File: config.mk
export PLATFORM = sky130hd
export DESIGN_NAME = perf_counter_bank
export DESIGN_NICKNAME = d
export VERILOG_FILES = /design/src/rtl/perf_pkg.sv /design/src/rtl/perf_finish_detect.sv /design/src/rtl/perf_counter_bank.sv
export SDC_FILE = /design/constraint.sdc
export NUM_CORES = 1
export LEC_CHECK = 0
export ABC_AREA = 1
export BUFFER_PORTS_ARGS = -buffer_cell sky130_fd_sc_hd__buf_2
export CORE_ASPECT_RATIO = 1.1
export CORE_UTILIZATION = 41
export DETAILED_ROUTE_END_ITERATION = 8
export GPL_TIMING_DRIVEN = 0
export SLEW_MARGIN = 20
export SYNTH_ARGS = -nofsm -noshare
export SYNTH_HDL_FRONTEND = slang
export SYNTH_SLANG_ARGS = --single-unit
File: constraint.sdc
create_clock -name clk -period 5.6 [get_ports clk]
set_input_delay 0.28 -clock clk [delete_from_list [all_inputs] [get_ports clk]]
set_output_delay 0.28 -clock clk [all_outputs]
set_load 0.02 [all_outputs]
File: src/rtl/perf_pkg.sv
// Shared definitions for the performance counter bank: FSM state encoding,
// pipeline event channel indices and a saturating increment helper.
package perf_pkg;

    typedef enum logic [1:0] {
        ST_WARMUP   = 2'd0,
        ST_RUN      = 2'd1,
        ST_FINISHED = 2'd2
    } perf_state_e;

    localparam int EV_RETIRED = 0;
    localparam int EV_STALL   = 1;
    localparam int EV_BUBBLE  = 2;
    localparam int EV_FLUSH   = 3;
    localparam int EV_RAW     = 4;
    localparam int EV_FWD1    = 5;
    localparam int EV_FWD2    = 6;
    localparam int EV_BRANCH  = 7;

    // Callers zero-extend their counter into 64 bits and pass their own ceiling.
    function automatic logic [63:0] sat_inc(input logic [63:0] value, input logic [63:0] limit);
        return (value >= limit) ? limit : value + 64'd1;
    endfunction

endpackage

File: src/rtl/perf_finish_detect.sv
// Program-finish detector: flags when the fetch stream has gone quiet, i.e.
// instr_if has been zero or pc_if has not moved for STUCK_LIMIT cycles in a row.
// Both run lengths only advance while 'active' is high and are held at zero otherwise.
module perf_finish_detect
    import perf_pkg::*;
#(
    parameter int PC_W        = 32,
    parameter int STUCK_LIMIT = 10
) (
    input  logic            clk,
    input  logic            rst,
    input  logic            active,
    input  logic [PC_W-1:0] pc_if,
    input  logic [31:0]     instr_if,
    output logic            finish_hit
);

    localparam int LIM_W = (STUCK_LIMIT > 0) ? $clog2(STUCK_LIMIT + 1) : 1;
    localparam logic [LIM_W-1:0] LIMIT = LIM_W'(STUCK_LIMIT);

    logic [PC_W-1:0]  pc_prev_q, pc_prev_d;
    logic [LIM_W-1:0] zero_cnt_q, zero_cnt_d;
    logic [LIM_W-1:0] stuck_cnt_q, stuck_cnt_d;

    // Run lengths include the current cycle, so the hit fires in the cycle the limit is reached.
    always_comb begin
        pc_prev_d   = pc_if;
        zero_cnt_d  = '0;
        stuck_cnt_d = '0;
        if (active) begin
            if (instr_if == 32'd0) begin
                zero_cnt_d = LIM_W'(sat_inc(64'(zero_cnt_q), 64'(LIMIT)));
            end
            if (pc_if == pc_prev_q) begin
                stuck_cnt_d = LIM_W'(sat_inc(64'(stuck_cnt_q), 64'(LIMIT)));
            end
        end
        finish_hit = active && ((zero_cnt_d >= LIMIT) || (stuck_cnt_d >= LIMIT));
    end

    // Detector state registers with synchronous active-low reset.
    always_ff @(posedge clk) begin
        if (!rst) begin
            pc_prev_q   <= '0;
            zero_cnt_q  <= '0;
            stuck_cnt_q <= '0;
        end else begin
            pc_prev_q   <= pc_prev_d;
            zero_cnt_q  <= zero_cnt_d;
            stuck_cnt_q <= stuck_cnt_d;
        end
    end

endmodule

File: src/rtl/perf_counter_bank.sv
// N-channel saturating event counter bank with warm-up gating, sticky overflow
// flags, an atomic shadow snapshot with registered indexed readout, and optional
// program-finish detection enabled by the PERF_FINISH_DETECT_EN macro.
module perf_counter_bank
    import perf_pkg::*;
#(
    parameter int NUM_CH      = 8,
    parameter int CNT_W       = 32,
    parameter int PC_W        = 32,
    parameter int WARMUP      = 100,
    parameter int STUCK_LIMIT = 10,
    localparam int SEL_W      = (NUM_CH > 1) ? $clog2(NUM_CH) : 1
) (
    input  logic              clk,
    input  logic              rst,
    input  logic              perf_enable,
    input  logic [NUM_CH-1:0] event_in,
    input  logic [PC_W-1:0]   pc_if,
    input  logic [31:0]       instr_if,
    input  logic              clear,
    input  logic              snap_req,
    input  logic [SEL_W-1:0]  rd_sel,
    output logic [CNT_W-1:0]  rd_data,
    output logic [CNT_W-1:0]  cycle_count,
    output logic [NUM_CH-1:0] ovf,
    output logic [1:0]        state_o,
    output logic              program_finished
);

    localparam logic [CNT_W-1:0] CNT_MAX = {CNT_W{1'b1}};

    perf_state_e       state_q, state_d;
    logic [31:0]       warm_cnt_q, warm_cnt_d;
    logic              fin_snap_q, fin_snap_d;
    logic [CNT_W-1:0]  ch_q [NUM_CH];
    logic [CNT_W-1:0]  ch_d [NUM_CH];
    logic [CNT_W-1:0]  shadow_q [NUM_CH];
    logic [CNT_W-1:0]  shadow_d [NUM_CH];
    logic [CNT_W-1:0]  cycle_q, cycle_d;
    logic [NUM_CH-1:0] ovf_q, ovf_d;
    logic [CNT_W-1:0]  rd_data_q, rd_data_d;
    logic              in_run;
    logic              count_en;
    logic              finish_hit;

    assign in_run   = (state_q == ST_RUN);
    assign count_en = in_run && perf_enable;

`ifdef PERF_FINISH_DETECT_EN
    perf_finish_detect #(
        .PC_W       (PC_W),
        .STUCK_LIMIT(STUCK_LIMIT)
    ) u_finish_detect (
        .clk       (clk),
        .rst       (rst),
        .active    (in_run),
        .pc_if     (pc_if),
        .instr_if  (instr_if),
        .finish_hit(finish_hit)
    );
`else
    logic unused_fetch;
    assign unused_fetch = ^{pc_if, instr_if};
    assign finish_hit   = 1'b0;
`endif

    // Phase sequencing: WARMUP counts out its cycles, RUN waits for a finish hit, FINISHED is terminal.
    always_comb begin
        state_d    = state_q;
        warm_cnt_d = warm_cnt_q;
        fin_snap_d = 1'b0;
        case (state_q)
            ST_WARMUP: begin
                if (warm_cnt_q + 32'd1 >= 32'(WARMUP)) begin
                    state_d = ST_RUN;
                end else begin
                    warm_cnt_d = warm_cnt_q + 32'd1;
                end
            end
            ST_RUN: begin
                if (finish_hit) begin
                    state_d    = ST_FINISHED;
                    fin_snap_d = 1'b1;
                end
            end
            default: begin
                state_d = state_q;
            end
        endcase
    end

    // Live counters: saturate at all-ones, an event lost at the ceiling sets ovf; clear overrides counting.
    always_comb begin
        cycle_d = cycle_q;
        ovf_d   = ovf_q;
        for (int i = 0; i < NUM_CH; i++) begin
            ch_d[i] = ch_q[i];
        end
        if (count_en) begin
            cycle_d = CNT_W'(sat_inc(64'(cycle_q), 64'(CNT_MAX)));
            for (int i = 0; i < NUM_CH; i++) begin
                if (event_in[i]) begin
                    if (ch_q[i] == CNT_MAX) begin
                        ovf_d[i] = 1'b1;
                    end
                    ch_d[i] = CNT_W'(sat_inc(64'(ch_q[i]), 64'(CNT_MAX)));
                end
            end
        end
        if (clear) begin
            cycle_d = '0;
            ovf_d   = '0;
            for (int i = 0; i < NUM_CH; i++) begin
                ch_d[i] = '0;
            end
        end
    end

    // Shadow copy takes the pre-update counters; the finish snapshot lands one cycle after entry, once counters are frozen.
    always_comb begin
        for (int i = 0; i < NUM_CH; i++) begin
            shadow_d[i] = (snap_req || fin_snap_q) ? ch_q[i] : shadow_q[i];
        end
        rd_data_d = '0;
        if (32'(rd_sel) < 32'(NUM_CH)) begin
            rd_data_d = shadow_q[rd_sel];
        end
    end

    // All architectural state, synchronous active-low reset.
    always_ff @(posedge clk) begin
        if (!rst) begin
            state_q    <= ST_WARMUP;
            warm_cnt_q <= '0;
            fin_snap_q <= 1'b0;
            cycle_q    <= '0;
            ovf_q      <= '0;
            rd_data_q  <= '0;
            for (int i = 0; i < NUM_CH; i++) begin
                ch_q[i]     <= '0;
                shadow_q[i] <= '0;
            end
        end else begin
            state_q    <= state_d;
            warm_cnt_q <= warm_cnt_d;
            fin_snap_q <= fin_snap_d;
            cycle_q    <= cycle_d;
            ovf_q      <= ovf_d;
            rd_data_q  <= rd_data_d;
            for (int i = 0; i < NUM_CH; i++) begin
                ch_q[i]     <= ch_d[i];
                shadow_q[i] <= shadow_d[i];
            end
        end
    end

    assign rd_data          = rd_data_q;
    assign cycle_count      = cycle_q;
    assign ovf              = ovf_q;
    assign state_o          = state_q;
    assign program_finished = (state_q == ST_FINISHED);

endmodule
==> results.json <==
{
  "grt_max_degree": 50,
  "die_y_um": 287,
  "grt_pass1_vias": 24600,
  "worstPathArrival_ns": 3.48,
  "numCtsBuffers": 69,
  "antenna_found_initial": 2,
  "rsz0062_at_grt": "false",
  "crit_chain": "nand2_2, clkinv_2, buf_6, nand2_1, nor2_2, nand4_1, nor4_1, nand2_1, o21ai_0, a31oi_1",
  "path_common_cell": "nand2_1",
  "cp.depth": 10,
  "root_buffer": "clkbuf_16",
  "instances_no_fill": 5001,
  "crit_slowest_cell": "nor4_1",
  "clock_latency_ns": 0.62,
  "drc": 3,
  "leakagePower_nw": 12.2,
  "multiInputGateArea_mm2": 0.0129,
  "hold_viol_final": 0,
  "peakVddDrop_v": 0.000261,
  "critPathMaxFanout": 10,
  "synth_cell_types": 48,
  "fin_util": 0.469,
  "yosysTopAreaCellShare": 0.254,
  "period_needed_ns": 3.02,
  "hold_class": "in -> reg",
  "cts_tree": "yes",
  "rr_endpoint": "ch_q[0][121]",
  "dieArea_mm2": 0.0748,
  "seq_area_frac_synth": 0.493,
  "syn_area_per_cell_um2": 7.90,
  "cts_setup_buffers": 0,
  "reg2reg_depth": 10,
  "syn_to_final_growth_pct": 13.3,
  "netlist_area_mm2": 0.0302,
  "postRouteAntennaNets": 0,
  "ff_latch_area_mm2": 0.0149,
  "fin_worst_skew_ns": 0.0343,
  "p_per_area_mw_per_mm2": 301,
  "cp_slowest_stage_delay_ns": 0.71,
  "dp_hpwl_mm": 71.1,
  "violations": "DRC",
  "cts_sinks": 617,
  "reg2reg_slack_ns": 2.58,
  "num_rows": 104,
  "start_util": 0.414,
  "synth_cells": 3827,
  "cp_top_family": "simple AND/OR/NAND/NOR gates",
  "fmax_ghz": 0.331,
  "vias_per_cell": 5.23,
  "place.port_buffers": 88,
  "finalCritPeriodShare": 0.540,
  "postCtsHoldBufs": 0,
  "wl_mm": 93.7,
  "outcome": "finished, violations left",
  "critical_path.startpoint": "state_o[0]",
  "synth-warning-count": 0,
  "drt_iter0_drc": 2298,
  "wl_per_cell_um": 18.7,
  "cp-end-kind": "flip-flop",
  "grt_first_pass_wirelength_mm": 142,
  "clkTransAtPathRegs_ns": 0.06,
  "dp_cells": 4876,
  "cts-resized-gates": 0,
  "synth_area_leaders": "edfxtp_1 25%, dfxtp_1 24%, nand2_1 8.0%",
  "maxSlewHeadroom": 0.294,
  "design.core.area_mm2": 0.0730,
  "synth_top_area_cell": "edfxtp_1",
  "clockBufferDepth": 3,
  "crit_type": "reg -> reg",
  "nets": 4084,
  "htreeDepth": 3,
  "ys_ff_latch": 617,
  "tightest_slew_ns": 1.06,
  "worst-endpoint-required_ns": 6.05,
  "path_buf_inv": 2,
  "ios": 155,
  "track_usage": 0.249,
  "antenna_cells": 0,
  "dr.pass1.iters": 7,
  "die_w_um": 261,
  "critPathCapture": "ch_q[0][121]",
  "setup_viol": 0,
  "drv_slew": 0,
  "start_kind": "flip-flop",
  "cap_violations": 0,
  "grt-ovfl-total": 0,
  "r2r_start": "state_o[0]",
  "fill_cells": 7300,
  "drive_gt1_frac": 0.0830,
  "via_count": 26100,
  "setup_tns_ns": 0,
  "gp_congestion": 0.974
}
-- worst min path at each step --
stage,from,endpoint,slack (ns),cells past startpoint
after floorplan,warm_cnt_q[31],warm_cnt_q[31],0.43,2
after global placement,ovf[5],ovf[5],0.44,2
after detailed placement,ovf[4],ovf[4],0.44,2
after CTS,event_in[0],ch_q[0][29],0.002,4
after global routing,event_in[0],ch_q[0][26],0.04,4
final,event_in[0],ch_q[0][29],0.03,4
-- layer usage --
layer	up-vias	global-route usage	share of wire
met5	-	0	0
met4	0	0.117	0.046
met3	176	0.0347	0.057
met2	747	0.400	0.46
met1	12300	0.331	0.44
li1	13000	-	-
-- sequential cells by signal, indices dropped and copies added (netlist names) --
name         flops
ch_q           256
shadow_q       256
cycle_count     32
rd_data         32
warm_cnt_q      32
ovf              8
state_o          1
-- where the power goes --
part	internal [mW]	leakage [nW]	switching, mW
clock network	2.66	1.10	1.92
logic	0.220	5.33	0.631
registers	4.80	5.78	0.0863
total	7.69	12.2	2.63
-- stage by stage --
stage | hold WS (ns) | setup slack (ns) | total power [mW] | cell area [µm²]
after CTS | 0.00180 | 2.55 | 10.4 | 34300
after global placement | 0.436 | -0.0563 | 5.83 | 31900
after floorplan | 0.430 | 1.63 | 5.48 | 30200
final | 0.0315 | 2.58 | 10.3 | 34300
after global routing | 0.0386 | 2.31 | 10.7 | 34300
after detailed placement | 0.441 | 2.56 | 5.82 | 32000
-- worst min-delay path: stages --
cell	delay (ns)
buf_2	0.10
nand2_4	0.09
nand2_1	0.07
a21oi_1	0.06
-- placed cells by master, fill, tap and decap left out, types with 71 or more instances in the layout --
cell type	n
nor2_1	607
nand4_1	82
a21oi_1	236
nand3_1	147
o21ai_0	252
dfxtp_1	361
xor2_1	170
inv_1	476
nor3_1	120
edfxtp_1	256
buf_2	100
nand2_1	648
a31oi_1	90
clkbuf_1	130
clkbuf_16	71
-- Yosys cell counts, drive strengths merged --
| library cell | instances |
|---|---|
| nand2 | 663 |
| nor2 | 653 |
| inv | 482 |
| dfxtp | 361 |
| edfxtp | 256 |
| o21ai | 253 |
| a21oi | 247 |
| xor2 | 170 |
| nand3 | 150 |
| nor3 | 128 |
| clkbuf | 116 |
| a31oi | 90 |
| nand4 | 90 |
| nor4 | 40 |
| o22ai | 32 |
| buf | 28 |
| xnor2 | 18 |
| ha | 11 |
| or2 | 11 |
| o21a | 7 |
| nand3b | 4 |
| and2 | 3 |
| clkinv | 3 |
| o31ai | 3 |
| a211oi | 2 |
| nor3b | 2 |
| nor4b | 2 |
| conb | 1 |
| or3 | 1 |
-- cell families after synthesis --
logic type                 count (synthesis)  share of synthesized area
and+or+nand+nor                         1747                      0.254
other                                      1                   0.000124
AOI/OAI and AO/OA                        634                      0.112
xor gates and xnor gates                 188                     0.0545
adders and majority gates                 11                    0.00455
DFF                                      617                      0.493
buffers and inverters                    629                     0.0810
-- layout make-up --
class	instances	area share
Multi-Input combinational cell	2582	0.376
Timing Repair Buffer	94	0.0165
Buffer	144	0.0184
Clock inverter	28	0.00829
Tap cell	954	0.0348
Clock buffer	97	0.0576
Inverter	485	0.0532
Sequential cell	617	0.435
Power figures use the tool's default switching activity.
